`src/rtl/pool2d_stream.sv`:
```
// Streaming non-overlapping POOL x POOL pooling over an IMG_W x IMG_W raster frame.
// Horizontal partials live in one accumulator; vertical partials live in a line
// buffer with one entry per window column. Max or average, signed or unsigned.
module pool2d_stream #(
    parameter int unsigned DATA_W = 32,
    parameter int unsigned IMG_W  = 12,
    parameter int unsigned POOL   = 3,
    parameter int unsigned MODE   = 0,
    parameter int unsigned SIGNED = 1
) (
    input  logic              clk,
    input  logic              master_rst,
    input  logic              ce,
    input  logic [DATA_W-1:0] data_in,
    output logic [DATA_W-1:0] data_out,
    output logic              valid_op,
    output logic              end_op
);

    localparam int unsigned LOG2P = $clog2(POOL);
    // Average mode widens the accumulator so a full window sum cannot overflow
    localparam int unsigned SH    = (MODE == 1) ? 2 * LOG2P : 0;
    localparam int unsigned ACC_W = DATA_W + SH;
    localparam int unsigned NW    = IMG_W / POOL;
    localparam int unsigned PW    = (POOL > 1) ? $clog2(POOL) : 1;
    localparam int unsigned WW    = (NW > 1) ? $clog2(NW) : 1;

    if (IMG_W % POOL != 0) begin : g_bad_img
        $error("pool2d_stream: IMG_W must be a multiple of POOL");
    end
    if (MODE == 1 && POOL != 2 && POOL != 4) begin : g_bad_avg
        $error("pool2d_stream: average mode needs POOL of 2 or 4");
    end

    // Position inside the window (hcnt/vcnt) and window index (wcol/wrow)
    logic [PW-1:0]     hcnt_q, hcnt_d, vcnt_q, vcnt_d;
    logic [WW-1:0]     wcol_q, wcol_d, wrow_q, wrow_d;
    logic [ACC_W-1:0]  acc_q;
    logic [ACC_W-1:0]  line_q [NW];
    logic [DATA_W-1:0] data_q, data_d;
    logic              valid_q, valid_d, end_q, end_d;

    logic              h_last, c_last, v_last, r_last;
    logic [ACC_W-1:0]  pix_ext, h_part, v_part;
    logic [DATA_W-1:0] result;

    function automatic logic [ACC_W-1:0] extend(input logic [DATA_W-1:0] v);
        if (SIGNED != 0) return ACC_W'($signed(v));
        else return ACC_W'(v);
    endfunction

    function automatic logic [ACC_W-1:0] combine(input logic [ACC_W-1:0] a,
                                                 input logic [ACC_W-1:0] b);
        if (MODE == 1) return a + b;
        else if (SIGNED != 0) return ($signed(a) > $signed(b)) ? a : b;
        else return (a > b) ? a : b;
    endfunction

    // Datapath: horizontal partial, vertical partial and the scaled window result
    always_comb begin
        h_last  = (hcnt_q == PW'(POOL - 1));
        c_last  = h_last && (wcol_q == WW'(NW - 1));
        v_last  = (vcnt_q == PW'(POOL - 1));
        r_last  = v_last && (wrow_q == WW'(NW - 1));
        pix_ext = extend(data_in);
        // Windows start by loading, never from zero, so all-negative maxima work
        h_part  = (hcnt_q == '0) ? pix_ext : combine(acc_q, pix_ext);
        v_part  = (vcnt_q == '0) ? h_part : combine(line_q[wcol_q], h_part);
        if (SIGNED != 0) result = DATA_W'($signed(v_part) >>> SH);
        else result = DATA_W'(v_part >> SH);
    end

    // Next-state for counters and output registers; ce=0 holds everything
    always_comb begin
        hcnt_d  = hcnt_q;
        wcol_d  = wcol_q;
        vcnt_d  = vcnt_q;
        wrow_d  = wrow_q;
        data_d  = data_q;
        valid_d = 1'b0;
        end_d   = 1'b0;
        if (ce) begin
            hcnt_d = h_last ? '0 : hcnt_q + 1'b1;
            if (h_last) wcol_d = c_last ? '0 : wcol_q + 1'b1;
            if (c_last) vcnt_d = v_last ? '0 : vcnt_q + 1'b1;
            if (c_last && v_last) wrow_d = r_last ? '0 : wrow_q + 1'b1;
            if (h_last && v_last) begin
                data_d  = result;
                valid_d = 1'b1;
                end_d   = c_last && r_last;
            end
        end
    end

    // State registers, accumulator and line buffer
    always_ff @(posedge clk or negedge master_rst) begin
        if (!master_rst) begin
            hcnt_q  <= '0;
            wcol_q  <= '0;
            vcnt_q  <= '0;
            wrow_q  <= '0;
            acc_q   <= '0;
            data_q  <= '0;
            valid_q <= 1'b0;
            end_q   <= 1'b0;
            for (int i = 0; i < int'(NW); i++) line_q[i] <= '0;
        end else begin
            hcnt_q  <= hcnt_d;
            wcol_q  <= wcol_d;
            vcnt_q  <= vcnt_d;
            wrow_q  <= wrow_d;
            data_q  <= data_d;
            valid_q <= valid_d;
            end_q   <= end_d;
            if (ce) begin
                acc_q <= h_part;
                if (h_last) line_q[wcol_q] <= v_part;
            end
        end
    end

    assign data_out = data_q;
    assign valid_op = valid_q;
    assign end_op   = end_q;

endmodule

```
`config.mk`:
```
export PLATFORM = sky130hd
export DESIGN_NAME = pool2d_stream
export DESIGN_NICKNAME = d
export VERILOG_FILES = /design/src/rtl/pool2d_stream.sv
export SDC_FILE = /design/constraint.sdc
export NUM_CORES = 1
export LEC_CHECK = 0
export ABC_CLOCK_PERIOD_IN_PS = 10250
export BUFFER_PORTS_ARGS = -buffer_cell sky130_fd_sc_hd__buf_4
export CAP_MARGIN = 20
export CORE_ASPECT_RATIO = 0.5
export CORE_MARGIN = 4
export CORE_UTILIZATION = 31
export CTS_CLUSTER_SIZE = 30
export DETAILED_ROUTE_END_ITERATION = 8
export REMOVE_ABC_BUFFERS = 1
export SKIP_CTS_REPAIR_TIMING = 1
export SLEW_MARGIN = 30
export SYNTH_ARGS = -nofsm -noshare
export SYNTH_HDL_FRONTEND = slang
export SYNTH_SLANG_ARGS = --single-unit
```
`constraint.sdc`:
```
create_clock -name clk -period 10.25 [get_ports clk]
set_input_delay 0.5125 -clock clk [delete_from_list [all_inputs] [get_ports clk]]
set_output_delay 0.5125 -clock clk [all_outputs]
set_load 0.05 [all_outputs]
```
==> results of run 1 <==
==> synthesized netlist by cell type, drive strengths merged <==
master   number
o2bb2ai       1
or2           1
o31ai         1
nor2        259
a41oi        76
a31oi         2
nand3         6
nand2       138
nor3          3
and4          6
ha           69
o21bai        1
nor2b         4
a21boi        1
and4b        31
a21oi        59
a21o          6
o21a          3
mux2         34
a211oi        1
and2         77
nand4        98
inv          69
o31a          1
and3          3
nand3b        2
a22oi        32
a31o          6
a32oi         1
or4           1
o2111ai      31
buf          13
a41o         31
o21ai       117
nor4         33
nand2b       32
a221oi        1
dfrtp       202
mux2i        33
o41ai         1
clkbuf      166
o211ai       87
==> state kept, by name, indices dropped and copies added (netlist names) <==
| register | flops |
|---|---|
| acc_q | 32 |
| wcol_q | 2 |
| line_q | 128 |
| hcnt_q | 2 |
| data_out | 32 |
| valid_op | 1 |
| wrow_q | 2 |
| end_op | 1 |
| vcnt_q | 2 |
==> worst max path at each step <==
stage	end	start
after CTS	line_q[53]$_DFFE_PN0P_	acc_q[31]$_DFFE_PN0P_
after global placement	line_q[88]$_DFFE_PN0P_	data_in[31]
after floorplan	line_q[1]$_DFFE_PN0P_	data_in[31]
final	line_q[60]$_DFFE_PN0P_	acc_q[31]$_DFFE_PN0P_
after detailed placement	line_q[1]$_DFFE_PN0P_	data_in[31]
after global routing	line_q[94]$_DFFE_PN0P_	acc_q[31]$_DFFE_PN0P_
==> logic make-up after synthesis <==
kind of cell	count (synthesis)	share of synthesized area, %
AND/OR/NAND/NOR	694	26.7
AO/OA/AOI/OAI	459	21.9
buffers and inverters	248	6.42
flip-flops	202	34.3
adder cells (fa/ha/maj)	69	5.85
multiplexers	67	4.83
==> through the flow <==
stage / worst slack, ns / utilization, %
2_1_floorplan: -3.75 / -
3_3_place_gp: 3.03 / 33.4
3_5_place_dp: 2.91 / 33.5
4_1_cts: 3.15 / 35.1
5_1_grt: 3.11 / 35.3
6_report: 3.48 / 35.3
==> worst max-delay path: cells and delay by family, from the launching register on <==
family / cells / cell delay (ns)
and+or+nand+nor: 7 / 3.03
DFF: 1 / 0.44
buffers and inverters: 3 / 0.82
adders and majority gates: 2 / 0.86
AOI/OAI and AO/OA: 4 / 1.41
==> metal layers <==
layer  vias up  share of wire, %  GRT usage (%)
li1       6325                 -              -
met1      6673                48           26.4
met2       395                45           27.8
met3        61               5.1           2.08
met4         0               2.1           4.53
met5         -                 0              0
==> report_power, final <==
group	internal (mW)	switching, mW
Combinational	1.24	2.62
Sequential	1.12	0.232
Clock	0.503	0.359
==> final cells by class <==
cell class	instances	area (sq um)	share of cell area, %
Inverter	69	259	1.56
Multi-Input combinational cell	1289	8850	53.4
Tap cell	638	798	4.81
Timing Repair Buffer	102	860	5.18
Clock inverter	3	43.8	0.264
Clock buffer	36	717	4.32
Sequential cell	202	5060	30.5
==> reports/metrics.csv, run 1 <==
stage;metric;value;unit
sta;setup TNS;0;ns
clock_tree;buffer levels on the longest clock path;3;
global_route;vias in the first global route;12800;
clock_tree;Clock Tree Root;clkbuf_16;
route;residual DRC count;0;
power_and_ir_drop;leakage;7.21;nW
synth;Netlist cell types;47;
setup_path;reg-to-reg slack, setup;3.48;ns
synth;Ys Warns;0;
die;Site Rows;56;
synth;post-synth top area cell;dfrtp_1;
setup_path;Worst setup EP type;register;
setup_path;crit-path max FO;52;
placed_design;port bufs;68;
synth;Synth area leaders;dfrtp_1, nor2_1, ha_1;
setup_path;Worst path max stage delay;0.71;ns
global_route;global-route wire length before repair;74900;um
placed_design;placed wire-length estimate;26800;um
sta;Slew Viols, Final;0;
synth;post-synthesis sequential area ratio;34.3;%
clock_tree;CTS sink count;202;
setup_path;capturing point of the worst reg2reg path;line_q[60]$_DFFE_PN0P_;
route;WL/cell;19.8;um
setup_path;WP data arrival;7.14;ns
layout;most frequent cells in the layout;nor2_1, dfrtp_1, nand2_1;
sta;worst slew pin tran;0.957;ns
clock_tree;TritonCTS Buffers;24;
setup_path;startpoint class of the critical path;register;
clock_tree;H-tree depth;1;
setup_path;r2r worst-path depth;16;
synth;Avg Inst Size Synth;8.48;sq um
clock_tree;clock latency on the worst-skew pair;0.54;ns
setup_path;slowest CP cell;nor4_4;
route;DR vias/cell;5.75;
sta;Setup-failing EPs final;0;
sta;RSZ-0062 raised after global routing;no;
global_route;initial antenna violation count;0;
route;Iter 0 DRT Violations;1287;
layout;area grow syn2layout;12.4;%
layout;post-route cell area;16600;sq um
die;# IOs;69;
global_route;grt ovf;0;
sta;worst hold slack;0.0522;ns
synth;top cell type's share of synthesized area;34.3;%
sta;Worst slew margin;36.2;%
layout;fillcell total;4839;
layout;layout cell share with drive strength beyond 1;13.0;%
sta;Final Skew;0.0146;ns
power_and_ir_drop;Tot Pwr;6.08;mW
sta;period utilisation layout;66.0;%
route;final WL;46400;um
layout;most common cell after layout, fill and taps aside;nor2_1;
setup_path;most used cell, CP;nand4_1;
synth;Syn Inst Count;1739;
setup_path;FF-to-FF Start;acc_q[31]$_DFFE_PN0P_;
placed_design;Area after DPL;15700;sq um
setup_path;Worst Path Required;10.63;ns
power_and_ir_drop;PwrDens;366;nW/um^2
synth;synthesized flop and latch total;202;
clock_tree;CTS tree;yes;
clock_tree;Clk pin slew, worst setup/hold paths;0.06;ns
setup_path;worst-path cell chain;ha_4 > nand4_2 > or4_1 > o21a_2 > buf_4 > and4b_1 > nor4_4 > ha_1 > nand4_1 > nor4_1 > o41ai_1 > nand4_1 > buf_6 > a31o_2 > buf_16 > o211ai_1;
sta;Max Freq;0.148;GHz
setup_path;WS Path Type;register to register;
die;core area;46900;sq um
placed_design;# placed instances;2296;
global_route;GRT Total Usage;17.9;%
die;Die ar.;51400;sq um
layout;diode count;0;
die;die height;162;um
outcome;status;completed;
placed_design;final RePlAce weighted congestion;0.778;
sta;Hold Fails Final Rpt;0;
layout;Non-Filler Instances;2339;
route;antenna-violating nets left;0;
route;DR vias;13500;
synth;Post-Syn Area;14800;sq um
min_path;Min-Delay Path Class;input pin to async pin;
global_route;largest net degree at the start of global routing;132;
run;max-cap violations;0;
die;initial cell density of the core;31.4;%
sta;fin crit period;6.77;ns
die;Die W;317;um
power_and_ir_drop;VDD IR-drop max;345;uV
layout;nets@finish;1792;
route;DRT Pass-1 Iters;5;
Power figures use the tool's default switching activity.
==> run 2: changes to the inputs <==
--- a/config.mk
+++ b/config.mk
@@ -5,7 +5,7 @@
 export SDC_FILE = /design/constraint.sdc
 export NUM_CORES = 1
 export LEC_CHECK = 0
-export ABC_CLOCK_PERIOD_IN_PS = 10250
+export ABC_CLOCK_PERIOD_IN_PS = 5800
 export BUFFER_PORTS_ARGS = -buffer_cell sky130_fd_sc_hd__buf_4
 export CAP_MARGIN = 20
 export CORE_ASPECT_RATIO = 0.5
==> constraint.sdc (replaced) <==
create_clock -name clk -period 5.8 [get_ports clk]
set_input_delay 0.29 -clock clk [delete_from_list [all_inputs] [get_ports clk]]
set_output_delay 0.29 -clock clk [all_outputs]
set_load 0.05 [all_outputs]
==> reports/metrics.csv, run 2 (synthesis gave the netlist of run 1 again) <==
stage;metric;value;unit;change
route;DR vias;13900;;+3.1%
setup_path;Worst Path Required;6.27;ns;-4.36 ns
die;Site Rows;56;;unchanged
clock_tree;H-tree depth;1;;unchanged
die;Die W;317;um;unchanged
min_path;WHS Endpoint;acc_q[12]$_DFFE_PN0P_;;
min_path;Hold Path Origin;ce;;
sta;Slew Viols, Final;0;;unchanged
setup_path;FF-to-FF Start;acc_q[26]$_DFFE_PN0P_;;
setup_path;capturing point of the worst reg2reg path;line_q[4]$_DFFE_PN0P_;;
route;residual DRC count;0;;unchanged
layout;area of the multi-input gates;8880;sq um;+0.30%
power_and_ir_drop;Seq pwr share;21.1;%;-1.2 points
layout;most common cell after layout, fill and taps aside;nor2_1;;
layout;nets@finish;1830;;+2.1%
layout;Seq. cell area;5060;sq um;unchanged
min_path;Min-Delay Path Class;input pin to register;;
sta;fin crit period;5.44;ns;-1.33 ns
setup_path;crit-path max FO;58;;+12%
sta;Max Freq;0.184;GHz;+24%
die;initial cell density of the core;31.4;%;unchanged
route;antenna-violating nets left;0;;unchanged
power_and_ir_drop;Sw Ratio;52.5;%;-0.35 points
sta;Hold Fails Final Rpt;0;;unchanged
power_and_ir_drop;PwrDens;670;nW/um^2;+83%
setup_path;Worst setup EP type;register;;
layout;largest reg by FF count;line_q;;
setup_path;WP data arrival;5.91;ns;-1.23 ns
placed_design;port bufs;68;;unchanged
layout;post-route cell area;17000;sq um;+2.3%
sta;worst slew pin tran;0.850;ns;-0.107 ns
global_route;initial antenna violation count;0;;unchanged
clock_tree;TritonCTS Buffers;25;;+4.2%
sta;period utilisation layout;93.8;%;+28 points
sta;RSZ-0062 raised after global routing;no;;
global_route;GRT Total Usage;18.7;%;+0.81 points
layout;area grow syn2layout;15.0;%;
power_and_ir_drop;leakage;7.43;nW;+3.0%
global_route;global-route wire length before repair;77700;um;+3.8%
setup_path;startpoint class of the critical path;register;;
power_and_ir_drop;Int Pwr;5.40;mW;+88%
clock_tree;CTS tree;yes;;
setup_path;reg-to-reg slack, setup;0.36;ns;-3.12 ns
clock_tree;CTS sink count;202;;unchanged
power_and_ir_drop;VDD IR-drop max;853;uV;+150%
layout;fillcell total;4797;;-0.87%
setup_path;r2r worst-path depth;18;;+2
layout;Largest register FFs;128;;unchanged
sta;Final Skew;0.0166;ns;+0.00203 ns
global_route;vias in the first global route;13300;;+3.8%
die;Die ar.;51400;sq um;unchanged
power_and_ir_drop;combinational power share;64.4;%;+0.8 points
clock_tree;buffer levels on the longest clock path;3;;unchanged
die;die height;162;um;unchanged
layout;most frequent cells in the layout;nor2_1, dfrtp_1, nand2_1;;
placed_design;placed wire-length estimate;29300;um;+9.1%
clock_tree;Clk pin slew, worst setup/hold paths;0.06;ns;about the same
global_route;grt ovf;0;;unchanged
sta;worst hold slack;0.294;ns;+0.242 ns
die;# IOs;69;;unchanged
route;WL/cell;20.4;um;+2.8%
route;DRT Pass-1 Iters;5;;unchanged
sta;Worst slew margin;43.2;%;+6.9 points
clock_tree;clock latency on the worst-skew pair;0.56;ns;+0.02 ns
layout;diode count;0;;unchanged
placed_design;Area after DPL;16100;sq um;+2.0%
setup_path;WS Path Type;register to register;;
die;core area;46900;sq um;unchanged
placed_design;final RePlAce weighted congestion;0.804;;+3.3%
route;DR vias/cell;5.82;;+1.2%
layout;layout cell share with drive strength beyond 1;15.0;%;+2.0 points
sta;setup TNS;0;ns;unchanged
power_and_ir_drop;Clk pwr share;14.4;%;+0.2 points
min_path;Hold Crit Depth;2;;
run;max-cap violations;0;;unchanged
outcome;status;completed;;
global_route;largest net degree at the start of global routing;122;;-7.6%
sta;Setup-failing EPs final;0;;unchanged
route;final WL;48500;um;+4.7%
power_and_ir_drop;P_sw;5.97;mW;+86%
route;Iter 0 DRT Violations;1300;;+1.0%
clock_tree;Clock Tree Root;clkbuf_16;;
## run 2: cell count changes in the layout (fill, tap and decap cells not counted), moves of 2 or more
cell | previous run | this run
a31o_2 | 3 | 0
buf_16 | 3 | 1
buf_12 | 1 | 4
a31o_4 | 3 | 6
buf_4 | 94 | 129
clkbuf_8 | 6 | 8
## run 2: power groups by stage
stage / Clock [mW] / Combinational (mW) / Sequential, mW
3_5_place_dp: 0 / 7.11 / 2.42
5_1_grt: 1.73 / 7.95 / 2.48
6_report: 1.64 / 7.33 / 2.40
4_1_cts: 1.67 / 7.14 / 2.40
2_1_floorplan: 0 / 4.23 / 2.80
3_3_place_gp: 0 / 7.03 / 2.40
## run 2: metal layers
metal	GRT usage, %	up-vias	share of wire [%]
met4	4.51	0	2.1
met3	3.90	61	7.5
met1	27.1	6937	46
met2	28.3	469	44
li1	-	6400	-
met5	0	-	0
## run 2: worst max-delay path, cell delays in order, from the launching register on
cell	delay [ns]
dfrtp_1	0.43
ha_1	0.32
nand4_1	0.20
or4_1	0.55
buf_4	0.29
o2111ai_1	0.29
a22oi_1	0.10
a41o_1	0.26
nor4_4	0.27
ha_1	0.29
nor2b_1	0.13
o211ai_1	0.25
a21boi_0	0.13
o41ai_1	0.46
buf_4	0.22
a31o_4	0.22
buf_4	0.56
a41oi_1	0.22
o21ai_1	0.14
## run 2: how the worst max path moves through the flow
stage,depth (start not counted),to,startpoint,slack (ns)
2_1_floorplan,13,line_q[1]$_DFFE_PN0P_,acc_q[31]$_DFFE_PN0P_,-8.03
3_3_place_gp,19,line_q[121]$_DFFE_PN0P_,data_in[23],0.24
3_5_place_dp,19,line_q[122]$_DFFE_PN0P_,data_in[23],0.20
4_1_cts,17,data_out[6]$_DFFE_PN0P_,acc_q[26]$_DFFE_PN0P_,0.22
5_1_grt,18,line_q[74]$_DFFE_PN0P_,acc_q[27]$_DFFE_PN0P_,0.02
6_report,18,line_q[4]$_DFFE_PN0P_,acc_q[26]$_DFFE_PN0P_,0.36
## run 2: area by class of cell
| class | instances | area share [%] |
|---|---|---|
| Sequential cell | 202 | 29.8 |
| Tap cell | 638 | 4.70 |
| Inverter | 69 | 1.53 |
| Clock buffer | 39 | 4.41 |
| Timing Repair Buffer | 139 | 6.68 |
| Multi-Input combinational cell | 1289 | 52.3 |
| Clock inverter | 6 | 0.575 |
## run 2: through the flow
step | setup slack, ns | util [%] | total power, mW | cells
finish | 0.361 | 36.2 | 11.4 | 2382
global route | 0.0162 | 36.2 | 12.2 | 2382
CTS | 0.218 | 36.0 | 11.2 | 2380
detailed placement | 0.198 | 34.2 | 9.53 | 2335
global placement | 0.238 | 34.1 | 9.43 | 2334
floorplan | -8.03 | - | 7.03 | 1560
